--- src/rtl/circuit_unit_pkg.sv ---
// Shared definitions for the circuit_unit two-input programmable Boolean block.
// Holds the truth-table width and named tables for common two-input functions.
// Table bit index is {x1,x2}, so bit 3 is the x1=1,x2=1 entry.
package circuit_unit_pkg;

  localparam int TT_W = 4;

  localparam logic [TT_W-1:0] TT_AND  = 4'b1000;
  localparam logic [TT_W-1:0] TT_OR   = 4'b1110;
  localparam logic [TT_W-1:0] TT_XOR  = 4'b0110;
  localparam logic [TT_W-1:0] TT_NAND = 4'b0111;
  localparam logic [TT_W-1:0] TT_NOR  = 4'b0001;
  localparam logic [TT_W-1:0] TT_XNOR = 4'b1001;

endpackage

--- src/rtl/circuit_edge_cnt.sv ---
// Saturating event counter with asynchronous active-high reset.
// Ports:
//   clk  - rising-edge clock
//   rst  - asynchronous active-high reset, clears cnt
//   rise - count enable; one increment per clock edge where it is high
//   cnt  - current count, holds at all-ones instead of wrapping
module circuit_edge_cnt #(
  parameter int CNT_W = 16
) (
  input  logic             clk,
  input  logic             rst,
  input  logic             rise,
  output logic [CNT_W-1:0] cnt
);

  always_ff @(posedge clk or posedge rst) begin
    if (rst) begin
      cnt <= '0;
    end else if (rise && (cnt != '1)) begin
      cnt <= cnt + CNT_W'(1);
    end
  end

endmodule

--- src/rtl/circuit_unit.sv ---
// Two-input programmable Boolean function block.
// z is a purely combinational lookup tt[{x1,x2}]; the table is loadable at run
// time and resets to TT_DEFAULT. A registered copy of z and a saturating count
// of its 0->1 transitions are provided for downstream synchronous logic.
// Ports:
//   clk      - rising-edge clock
//   rst      - asynchronous active-high reset
//   x1, x2   - function inputs (x1 is the table index MSB)
//   tt_we    - table write enable, sampled on clk rising edge
//   tt_wdata - new table contents
//   tt       - current table readback
//   z        - combinational result
//   z_q      - z registered on clk
//   rise_cnt - saturating count of z_q rising transitions
module circuit_unit
  import circuit_unit_pkg::*;
#(
  parameter logic [TT_W-1:0] TT_DEFAULT = TT_XOR,
  parameter int              CNT_W      = 16
) (
  input  logic             clk,
  input  logic             rst,
  input  logic             x1,
  input  logic             x2,
  input  logic             tt_we,
  input  logic [TT_W-1:0]  tt_wdata,
  output logic [TT_W-1:0]  tt,
  output logic             z,
  output logic             z_q,
  output logic [CNT_W-1:0] rise_cnt
);

  logic rise;

  // Table lookup has no clock in its path; during reset tt holds TT_DEFAULT,
  // so z stays meaningful.
  assign z = tt[{x1, x2}];

  // z_q is about to go 0->1 on this edge.
  assign rise = z & ~z_q;

  // NOTE: sequential state uses non-blocking assignments so every register
  // samples pre-edge values; z_q therefore captures z from the old table on
  // the same edge that loads a new one.
  always_ff @(posedge clk or posedge rst) begin
    if (rst) begin
      tt  <= TT_DEFAULT;
      z_q <= 1'b0;
    end else begin
      if (tt_we) begin
        tt <= tt_wdata;
      end
      z_q <= z;
    end
  end

  circuit_edge_cnt #(
    .CNT_W (CNT_W)
  ) u_edge_cnt (
    .clk  (clk),
    .rst  (rst),
    .rise (rise),
    .cnt  (rise_cnt)
  );

endmodule

--- config.mk ---
export PLATFORM = sky130hd
export DESIGN_NAME = circuit_unit
export DESIGN_NICKNAME = d
export VERILOG_FILES = /design/src/rtl/circuit_unit_pkg.sv /design/src/rtl/circuit_edge_cnt.sv /design/src/rtl/circuit_unit.sv
export SDC_FILE = /design/constraint.sdc
export NUM_CORES = 1
export LEC_CHECK = 0
export ABC_CLOCK_PERIOD_IN_PS = 1700
export BUFFER_PORTS_ARGS = -buffer_cell sky130_fd_sc_hd__buf_4
export CORE_MARGIN = 1
export CORE_UTILIZATION = 44
export DETAILED_ROUTE_END_ITERATION = 8
export MAX_ROUTING_LAYER = met4
export PLACE_DENSITY_LB_ADDON = 0.05
export SYNTH_ARGS = -nofsm -noshare
export SYNTH_HDL_FRONTEND = slang
export SYNTH_SLANG_ARGS = --single-unit
--- constraint.sdc ---
create_clock -name clk -period 1.7 [get_ports clk]
set_clock_uncertainty 0.05 [all_clocks]
set_input_delay 0.085 -clock clk [delete_from_list [all_inputs] [get_ports clk]]
set_output_delay 0.085 -clock clk [all_outputs]
set_load 0.01 [all_outputs]
==> results.py, run 1 <==
metrics = {
    "die": {
        "start_util_pct": 48.1,
        "num_io_pins": 31,
        "rows": 17,
        "die_height_um": 52.1,
        "placeableCoreArea_um2": 2300,
        "fp.dieW_um": 52.1,
        "die_area_um2": 2720,
    },
    "power": {
        "power_mw": 1.50,
        "power-per-cell-area_nw_per_um2": 879,
        "p_leak_nw": 0.826,
        "power.ir.vdd_worst_uv": 858,
    },
    "final_layout": {
        "antenna_cells": 0,
        "multi_input_area_um2": 641,
        "layoutNonFillerInstCount": 185,
        "drive_above_1_share_pct": 52.9,
        "layout.cell_area.non_filler_um2": 1710,
        "fin_nets": 168,
        "area_growth_pct": 54.9,
        "post-route-util_pct": 74.5,
        "sequential_cell_area_um2": 529,
        "fillers": 163,
    },
    "yosys": {
        "syn_nets": 104,
        "synth_largest_area_cell": "dfrtp_1",
        "synth-seq-cells": 21,
        "top_count_cell_post_synth": "dfrtp_1",
        "post_synth_and_or_nand_nor_area_fraction_pct": 26.6,
        "synth.distinct_cells": 26,
        "synth_compound_gate_area_share_pct": 2.27,
        "synth_fa_ha_area_share_pct": 1.13,
        "yosysSeqAreaShare_pct": 47.8,
        "synth_top_cell_area_share_pct": 43.0,
        "synth_enable_flop_cells": 0,
        "syn-instance-count": 94,
        "cell_area_after_technology_mapping_um2": 1100,
        "fraction_of_synthesized_area_in_multiplexers_pct": 8.04,
        "synth_ff_type": "dfrtp_1",
        "ys_top_cells_by_count": "19 x dfrtp_1, 14 x xor2_1, 7 x nand2_1",
        "syn_avg_cell_area_um2": 11.8,
        "synth.area.top_cells": "dfrtp_1 43%, xor2_1 11%, nor4_2 6.8%",
        "synth_top_family_by_area": "simple AND/OR/NAND/NOR gates",
        "synth_warnings": 0,
        "async_flop_share_pct": 100,
        "synthXorXnorAreaFrac_pct": 11.1,
    },
    "placed_design": {
        "place.detailed.instances": 172,
        "placement.io_buffers": 30,
        "dpl-instance-area_um2": 1510,
        "place_ws_ps": -13.7,
        "dpl.hpwl_mm": 1.90,
        "routabilityCongestion": 0.802,
    },
    "global_route": {
        "antenna_violations_before_repair": 0,
        "grt_start_max_net_pins": 14,
        "total_gr_overflow": 0,
        "first_pass_grt_wire_length_mm": 4.13,
        "grt_util_all_layers_pct": 21.9,
        "vias_in_the_first_global_route": 973,
    },
    "route": {
        "met3_length_um": 76,
        "dr.pass1.iters": 4,
        "routed_length_on_met2_mm": 1.45,
        "drt_iter0_drc": 13,
        "routedWlPerCell_um": 14.7,
        "route.layer.met1.wl_mm": 1.16,
        "dr_total_vias": 972,
        "detail-route-antenna-nets": 0,
        "maxUsedRoutingLayer": "met4",
        "drcViolationCount": 0,
        "routed_via_density": 5.25,
        "route.final.wire_length_mm": 2.72,
    },
    "worst_setup_path": {
        "worst_setup_startpoint": "u_edge_cnt.cnt[0]",
        "reg2reg_from": "u_edge_cnt.cnt[0]",
        "crit_path_end_kind": "flop",
        "setup.worst_path.class": "flop to flop",
        "worst-path-max-fanout": 6,
        "arrival_ps": 1820,
        "crit_path_start_kind": "flop",
        "cp_data_required_time_ps": 1890,
    },
    "timing": {
        "worstMarginPinSlew_ps": 447,
        "timing.final.hold_violations": 0,
        "finalWorstPathRequiredPeriod_ps": 1630,
        "layout_worst_path_cycle_share_pct": 95.7,
        "slew-limit-headroom_pct": 70.1,
        "fmax_ghz": 0.614,
        "final-max-slew-violation-count": 0,
        "totalNegativeSetupSlack_ps": 0,
        "finish_stage_setup_viols": 0,
        "grt_setup_unrepaired": "false",
        "layout_setup_ws_ps": 72.3,
        "fin_worst_hold_slack_ps": 10.1,
    },
    "clocking": {
        "clk_transition_reported_paths_ps": 120,
        "cts_tree": "yes",
        "numCtsBuffers": 3,
        "cts_max_level": 1,
        "cts_num_sinks": 21,
        "root_buffer": "clkbuf_4",
        "worst_skew_pair.late_latency_ps": 320,
        "clockBufferDepth": 2,
    },
    "hold_path": {
        "worstHoldStart": "tt_we",
        "hold_path_class": "input pin to flop",
    },
    "status": {
        "run_status": "complete, no violations",
    },
    "flow_run": {
        "maxCapViolCount": 0,
    },
}
[flip-flops by register name (all words and copies together) (netlist names)]
name,cells
tt,4
z_q,1
u_edge_cnt.cnt,16
[critical path: stages (launching register included)]
cell	delay, ps
dfrtp_2	430
ha_2	190
and3_4	190
and4b_4	230
nor4_2	290
xor2_1	170
[timing repair]
action	in CTS	in global routing
hold buffers	6	0
pin swaps	0	4
buffers inserted	0	2
setup endpoints to repair	1	12
endpoints found under the hold margin	13	0
cloned	0	1
gates resized for setup	1	13
[cell families after synthesis]
logic type	after synthesis
simple gates	43
flops	21
xor+xnor	14
mux	8
buf+inv	4
compound gates	3
fa+ha+maj	1
[path summary, 6_finish.rpt]
| kind | to | cells past startpoint | slack, ps |
|---|---|---|---|
| worst max-delay path | u_edge_cnt.cnt[15] | 5 | 70 |
| min in group asynchronous | u_edge_cnt.cnt[5] | 3 | 220 |
| worst min-delay path | tt[1] | 2 | 10 |
| worst min register to register | u_edge_cnt.cnt[5] | 1 | 450 |
| worst max register to register | u_edge_cnt.cnt[15] | 5 | 70 |
| max in group asynchronous | tt[1] | 4 | 790 |
[cell type report]
cell class / count / share of cell area (%)
multi-input cells: 70 / 37.4
clock buffers: 4 / 1.54
well taps: 28 / 2.05
flip-flops and latches: 21 / 30.9
inverters: 1 / 0.219
repair buffers: 61 / 27.9
[layer usage]
metal | vias to the layer above | GRT usage (%)
li1 | 475 | -
met1 | 474 | 24.6
met2 | 19 | 37.8
met3 | 4 | 2.63
met4 | 0 | 11.7
met5 | - | -
[power by group]
part | switching, mW | internal (mW) | total, mW
sequential | 0.0417 | 0.579 | 0.620
clock | 0.161 | 0.0919 | 0.252
combinational | 0.300 | 0.332 | 0.632
total | 0.502 | 1.00 | 1.50
[cells in the final DEF (no fill, tap or decap), drive strengths merged]
| cell type | Yosys | final |
|---|---|---|
| nor2 | 4 | 4 |
| nand3 | 4 | 4 |
| and4b | 1 | 2 |
| clkbuf | 0 | 4 |
| ha | 1 | 1 |
| dlygate4sd3 | 0 | 6 |
| nand2b | 1 | 1 |
| mux2i | 1 | 1 |
| a21oi | 1 | 1 |
| nor3b | 1 | 1 |
| and4 | 2 | 2 |
| o21ai | 1 | 1 |
| nor4b | 1 | 1 |
| nor3 | 6 | 6 |
| mux2 | 7 | 7 |
| nor4 | 6 | 6 |
| and2 | 2 | 2 |
| nand4 | 5 | 5 |
| dfrtp | 19 | 19 |
| inv | 1 | 1 |
| xor2 | 14 | 14 |
| nand2 | 7 | 7 |
| and3 | 3 | 3 |
| a2bb2oi | 1 | 1 |
| buf | 3 | 55 |
| dfstp | 2 | 2 |
No activity file was read; power rests on OpenSTA's default activity.
==> run 2: changes to the inputs <==
RECOVER_POWER = 50   (was not set)
==> run 2 against run 1 <==
Net effect:
- maximum frequency barely moved
- setup slack about the same
- power down 0.73%
- worst hold slack got worse by 1.1 ps
- clock-buffer cell count unchanged
- core utilization is 0.98 points lower
- cell area down 1.3%
- via count grew 0.82%
- final cell count unchanged
==> results.py, run 2 (synthesis results as in run 1) <==
metrics = {
    "final_layout": {
        "fillers": 170,
        "multi_input_area_um2": 641,
        "layout.cells.most_common": "buf_4",
        "regMostFlops": "u_edge_cnt.cnt",
        "commonest_cells_after_routing_fill_and_taps_aside": "45 x buf_4, 18 x dfrtp_1, 14 x xor2_1",
        "drive_above_1_share_pct": 49.0,
        "antenna_cells": 0,
        "sequential_cell_area_um2": 529,
        "area_growth_pct": 52.9,
        "fin_nets": 168,
        "largest_reg_flops": 16,
        "reg_top3": "u_edge_cnt.cnt: 16 flops, tt: 4 flops, z_q: 1 flops",
    },
    "die": {
        "fp.dieW_um": 52.1,
        "num_io_pins": 31,
        "rows": 17,
        "die_height_um": 52.1,
        "start_util_pct": 48.1,
        "die_area_um2": 2720,
        "placeableCoreArea_um2": 2300,
    },
    "power": {
        "p_leak_nw": 0.802,
        "power.ir.vdd_worst_uv": 858,
        "power-per-cell-area_nw_per_um2": 884,
        "power_mw": 1.49,
    },
    "worst_setup_path": {
        "crit_path_end_kind": "flop",
        "crit_path_start_kind": "flop",
        "worst-path-max-fanout": 6,
        "regToRegEndpoint": "u_edge_cnt.cnt[15]",
        "r2r_cells": 5,
        "cp_data_required_time_ps": 1890,
        "setup.worst_path.class": "flop to flop",
        "r2r_setup_slack_ps": 70,
        "arrival_ps": 1820,
        "reg2reg_from": "u_edge_cnt.cnt[0]",
    },
    "clocking": {
        "cts_tree": "yes",
        "root_buffer": "clkbuf_4",
        "cts_num_sinks": 21,
        "worst_skew_pair.late_latency_ps": 320,
        "clk_transition_reported_paths_ps": 120,
        "numCtsBuffers": 3,
        "cts_max_level": 1,
        "clockBufferDepth": 2,
    },
    "timing": {
        "finish_stage_setup_viols": 0,
        "slew-limit-headroom_pct": 51.5,
        "layout_worst_path_cycle_share_pct": 95.7,
        "final-max-slew-violation-count": 0,
        "fmax_ghz": 0.614,
        "worstMarginPinSlew_ps": 728,
        "grt_setup_unrepaired": "false",
        "totalNegativeSetupSlack_ps": 0,
        "timing.final.hold_violations": 0,
        "fin_worst_hold_slack_ps": 8.96,
        "finalWorstPathRequiredPeriod_ps": 1630,
    },
    "global_route": {
        "first_pass_grt_wire_length_mm": 4.13,
        "antenna_violations_before_repair": 0,
        "grt_start_max_net_pins": 14,
        "total_gr_overflow": 0,
        "grt_util_all_layers_pct": 21.9,
        "vias_in_the_first_global_route": 973,
    },
    "flow_run": {
        "maxCapViolCount": 0,
    },
    "route": {
        "drcViolationCount": 0,
        "dr_total_vias": 980,
        "detail-route-antenna-nets": 0,
        "route.final.wire_length_mm": 2.72,
        "dr.pass1.iters": 4,
        "drt_iter0_drc": 13,
        "routedWlPerCell_um": 14.7,
        "maxUsedRoutingLayer": "met4",
        "met3_length_um": 82,
        "route.layer.met1.wl_mm": 1.15,
        "routed_via_density": 5.30,
        "routed_length_on_met2_mm": 1.46,
    },
    "status": {
        "run_status": "complete, no violations",
    },
    "placed_design": {
        "placement.io_buffers": 30,
        "dpl.hpwl_mm": 1.90,
        "routabilityCongestion": 0.802,
    },
    "hold_path": {
        "min_path_cells": 2,
        "hold_path_class": "input pin to flop",
        "worstHoldStart": "tt_we",
        "whs_endpoint": "tt[1]",
    },
}
[run 2: changes by cell type in the layout (fill, tap and decap cells not counted)]
cell,change
buf_4,-9
clkbuf_1,+6
clkbuf_4,+3
[run 2: worst max-delay path: stages (launching register included)]
cell and delay [ps]:
dfrtp_2 430, ha_2 190, and3_4 190, and4b_4 230
nor4_2 290, xor2_1 170
[run 2: cell type report]
class / instances / area share, %
sequential: 21 / 31.3
clock buffer: 4 / 1.56
inverter: 1 / 0.222
multi-input combinational: 70 / 37.9
tap: 28 / 2.07
timing repair buffer: 61 / 26.9
[run 2: worst max-delay path by stage]
stage          slack (ps)            endpoint  cells after the start              start
3_3_place_gp           40   u_edge_cnt.cnt[1]                      5  u_edge_cnt.cnt[0]
3_5_place_dp          -10   u_edge_cnt.cnt[1]                      5  u_edge_cnt.cnt[0]
2_1_floorplan          -4   u_edge_cnt.cnt[3]                      6  u_edge_cnt.cnt[0]
6_report               70  u_edge_cnt.cnt[15]                      5  u_edge_cnt.cnt[0]
4_1_cts               0.2  u_edge_cnt.cnt[13]                      5  u_edge_cnt.cnt[0]
5_1_grt                 5  u_edge_cnt.cnt[13]                      5  u_edge_cnt.cnt[0]
[run 2: repair_timing]
action,4_1_cts,5_1_grt
endpoints found under the hold margin,13,0
setup endpoints to repair,1,12
hold buffers,6,0
resized for setup,1,13
setup buffers,0,2
pin swaps,0,4
gates cloned,0,1
[run 2: through the flow]
step                      util, %  worst slack [ps]  instances  cell area [um^2]
final                        73.5              72.3        185              1690
after global routing         73.5              4.52        185              1690
after CTS                    69.7             0.222        182              1600
after detailed placement     65.8             -13.7        172              1510
after global placement       65.8              42.0        172              1510
after floorplan                 -             -3.96         94              1110
[run 2: power by group]
group	total, mW	internal (mW)	switching (mW)
Clock	0.252	0.0919	0.161
Sequential	0.620	0.579	0.0413
Combinational	0.621	0.321	0.300
[run 2: layer usage]
| metal | vias up | GRT usage (%) |
|---|---|---|
| met2 | 21 | 37.8 |
| met1 | 478 | 24.6 |
| li1 | 477 | - |
| met4 | 0 | 11.7 |
| met3 | 4 | 2.63 |
| met5 | - | - |
==> run 3: changes to the inputs <==
SETUP_SLACK_MARGIN = 0.5   (was not set)
==> run 3 against run 2 <==
Net effect:
- clock-buffer cell count is the same
- critical path depth up 1
- maximum frequency shrank 2.4%
- register-to-register slack lost 40 ps
- global-route usage increased by 0.91 points
- largest cell class unchanged
- sequential cell count unchanged
==> results.py, run 3 (synthesis results as in run 1) <==
metrics = {
    "status": {
        "run_status": "complete, no violations",
    },
    "global_route": {
        "vias_in_the_first_global_route": 970,
        "total_gr_overflow": 0,
        "first_pass_grt_wire_length_mm": 4.28,
        "antenna_violations_before_repair": 0,
        "grt_start_max_net_pins": 13,
        "grt_util_all_layers_pct": 22.9,
    },
    "power": {
        "power_mw": 1.60,
        "power.ir.vdd_worst_uv": 853,
        "power-per-cell-area_nw_per_um2": 852,
        "p_leak_nw": 0.893,
    },
    "worst_setup_path": {
        "critical_path.n_buffers_inverters": 1,
        "setup.worst_path.class": "flop to flop",
        "reg2reg_from": "u_edge_cnt.cnt[0]",
        "arrival_ps": 1860,
        "regToRegEndpoint": "u_edge_cnt.cnt[9]",
        "r2r_cells": 6,
        "timing.critical_path.cells": "ha_4 > and3_4 > and4b_4 > buf_12 > nor4_4 > xor2_1",
        "worst-path-max-fanout": 3,
        "crit_path_start_kind": "flop",
        "cp_data_required_time_ps": 1890,
        "critical_path.max_stage_delay_ps": 450,
        "r2r_setup_slack_ps": 30,
        "worst_path_max_delay_cell": "dfrtp_2",
        "timing.critical_path.max_delay_family": "simple AND/OR/NAND/NOR gates",
        "crit_path_end_kind": "flop",
    },
    "timing": {
        "slew-limit-headroom_pct": 67.4,
        "timing.final.hold_violations": 0,
        "layout_setup_ws_ps": 31.5,
        "finish_stage_setup_viols": 0,
        "layout_worst_path_cycle_share_pct": 98.1,
        "worstMarginPinSlew_ps": 488,
        "finalWorstPathRequiredPeriod_ps": 1670,
        "grt_setup_unrepaired": "true",
        "final-max-slew-violation-count": 0,
        "fmax_ghz": 0.599,
        "totalNegativeSetupSlack_ps": 0,
    },
    "clocking": {
        "root_buffer": "clkbuf_4",
        "cts_num_sinks": 21,
        "clk_transition_reported_paths_ps": 130,
        "numCtsBuffers": 3,
        "worst_skew_pair.late_latency_ps": 310,
        "cts_max_level": 1,
        "cts_tree": "yes",
        "clockBufferDepth": 2,
    },
    "hold_path": {
        "hold_path_class": "input pin to flop",
        "whs_endpoint": "z_q",
        "min_path_cells": 3,
        "worstHoldStart": "x2",
    },
    "final_layout": {
        "fin_nets": 171,
        "drive_above_1_share_pct": 59.4,
        "layout.cells.most_common": "buf_4",
        "largest_reg_flops": 16,
        "area_growth_pct": 69.9,
        "commonest_cells_after_routing_fill_and_taps_aside": "50 x buf_4, 17 x dfrtp_1, 14 x xor2_1",
        "antenna_cells": 0,
        "fillers": 141,
        "regMostFlops": "u_edge_cnt.cnt",
        "reg_top3": "u_edge_cnt.cnt: 16 flops, tt: 4 flops, z_q: 1 flops",
    },
    "die": {
        "die_area_um2": 2720,
        "die_height_um": 52.1,
        "fp.dieW_um": 52.1,
        "placeableCoreArea_um2": 2300,
        "num_io_pins": 31,
        "start_util_pct": 48.1,
        "rows": 17,
    },
    "placed_design": {
        "placement.io_buffers": 30,
        "routabilityCongestion": 0.804,
        "place_ws_ps": -9.21,
        "dpl.hpwl_mm": 1.94,
    },
    "flow_run": {
        "maxCapViolCount": 0,
    },
    "route": {
        "routedWlPerCell_um": 14.7,
        "drcViolationCount": 0,
        "dr_total_vias": 984,
        "route.final.wire_length_mm": 2.77,
        "dr.pass1.iters": 4,
        "drt_iter0_drc": 6,
        "detail-route-antenna-nets": 0,
        "routed_via_density": 5.23,
    },
}
-- run 3: cell types whose count changed in the layout (fill, tap and decap cells not counted), moves of 2 or more --
cell / change
clkbuf_1: -6
nor3_4: +5
buf_4: +5
buf_6: +4
buf_12: +2
nor3_1: -6
clkbuf_4: -2
nor2_2: +2
-- run 3: repair_timing --
action | CTS | global route
hold buffers | 6 | 0
endpoints found under the setup margin | 17 | 21
endpoints found under the hold margin | 13 | 0
setup buffers | 6 | 3
pin swaps | 8 | 3
gates resized for setup | 6 | 9
-- run 3: how the worst max path moves through the flow --
stage	startpoint	endpoint	cells after the start
CTS	u_edge_cnt.cnt[1]	u_edge_cnt.cnt[9]	6
global route	u_edge_cnt.cnt[0]	u_edge_cnt.cnt[11]	6
global placement	u_edge_cnt.cnt[1]	u_edge_cnt.cnt[5]	6
finish	u_edge_cnt.cnt[0]	u_edge_cnt.cnt[9]	6
floorplan	u_edge_cnt.cnt[0]	u_edge_cnt.cnt[3]	6
detailed placement	u_edge_cnt.cnt[1]	u_edge_cnt.cnt[6]	6
-- run 3: area by class of cell --
type | count | area [um^2] | area share, %
multi-input combinational | 69 | 727 | 38.7
timing repair buffer | 65 | 554 | 29.5
sequential | 21 | 531 | 28.3
tap | 28 | 35.0 | 1.87
clock buffer | 4 | 26.3 | 1.40
inverter | 1 | 3.75 | 0.200
-- run 3: power by group --
part	switching (mW)	leakage (nW)	internal, mW
Combinational	0.335	0.610	0.371
Sequential	0.0524	0.268	0.582
Clock	0.167	0.0150	0.0916
-- run 3: through the flow --
| stage | instances | utilization [%] | area (um^2) | hold slack [ps] |
|---|---|---|---|---|
| after floorplan | 94 | - | 1280 | 9.91 |
| after global placement | 169 | 72.3 | 1660 | 28.1 |
| after detailed placement | 169 | 72.3 | 1660 | 35.9 |
| after CTS | 185 | 79.3 | 1820 | 23.9 |
| after global routing | 188 | 81.7 | 1880 | 31.2 |
| final | 188 | 81.7 | 1880 | 24.5 |
-- run 3: metal layers --
layer	global-route usage, %	part of all wire (%)	vias to the layer above
met1	26.9	44	479
met4	9.01	1.3	0
met5	-	0	-
met3	3.22	3.2	4
li1	-	-	475
met2	39.1	52	26
-- run 3: worst register-to-register path, cell delays in order (launching register included) --
cell and delay (ps):
dfrtp_2 450, ha_4 160, and3_4 180, and4b_4 220, buf_12 130, nor4_4 220
xor2_1 180
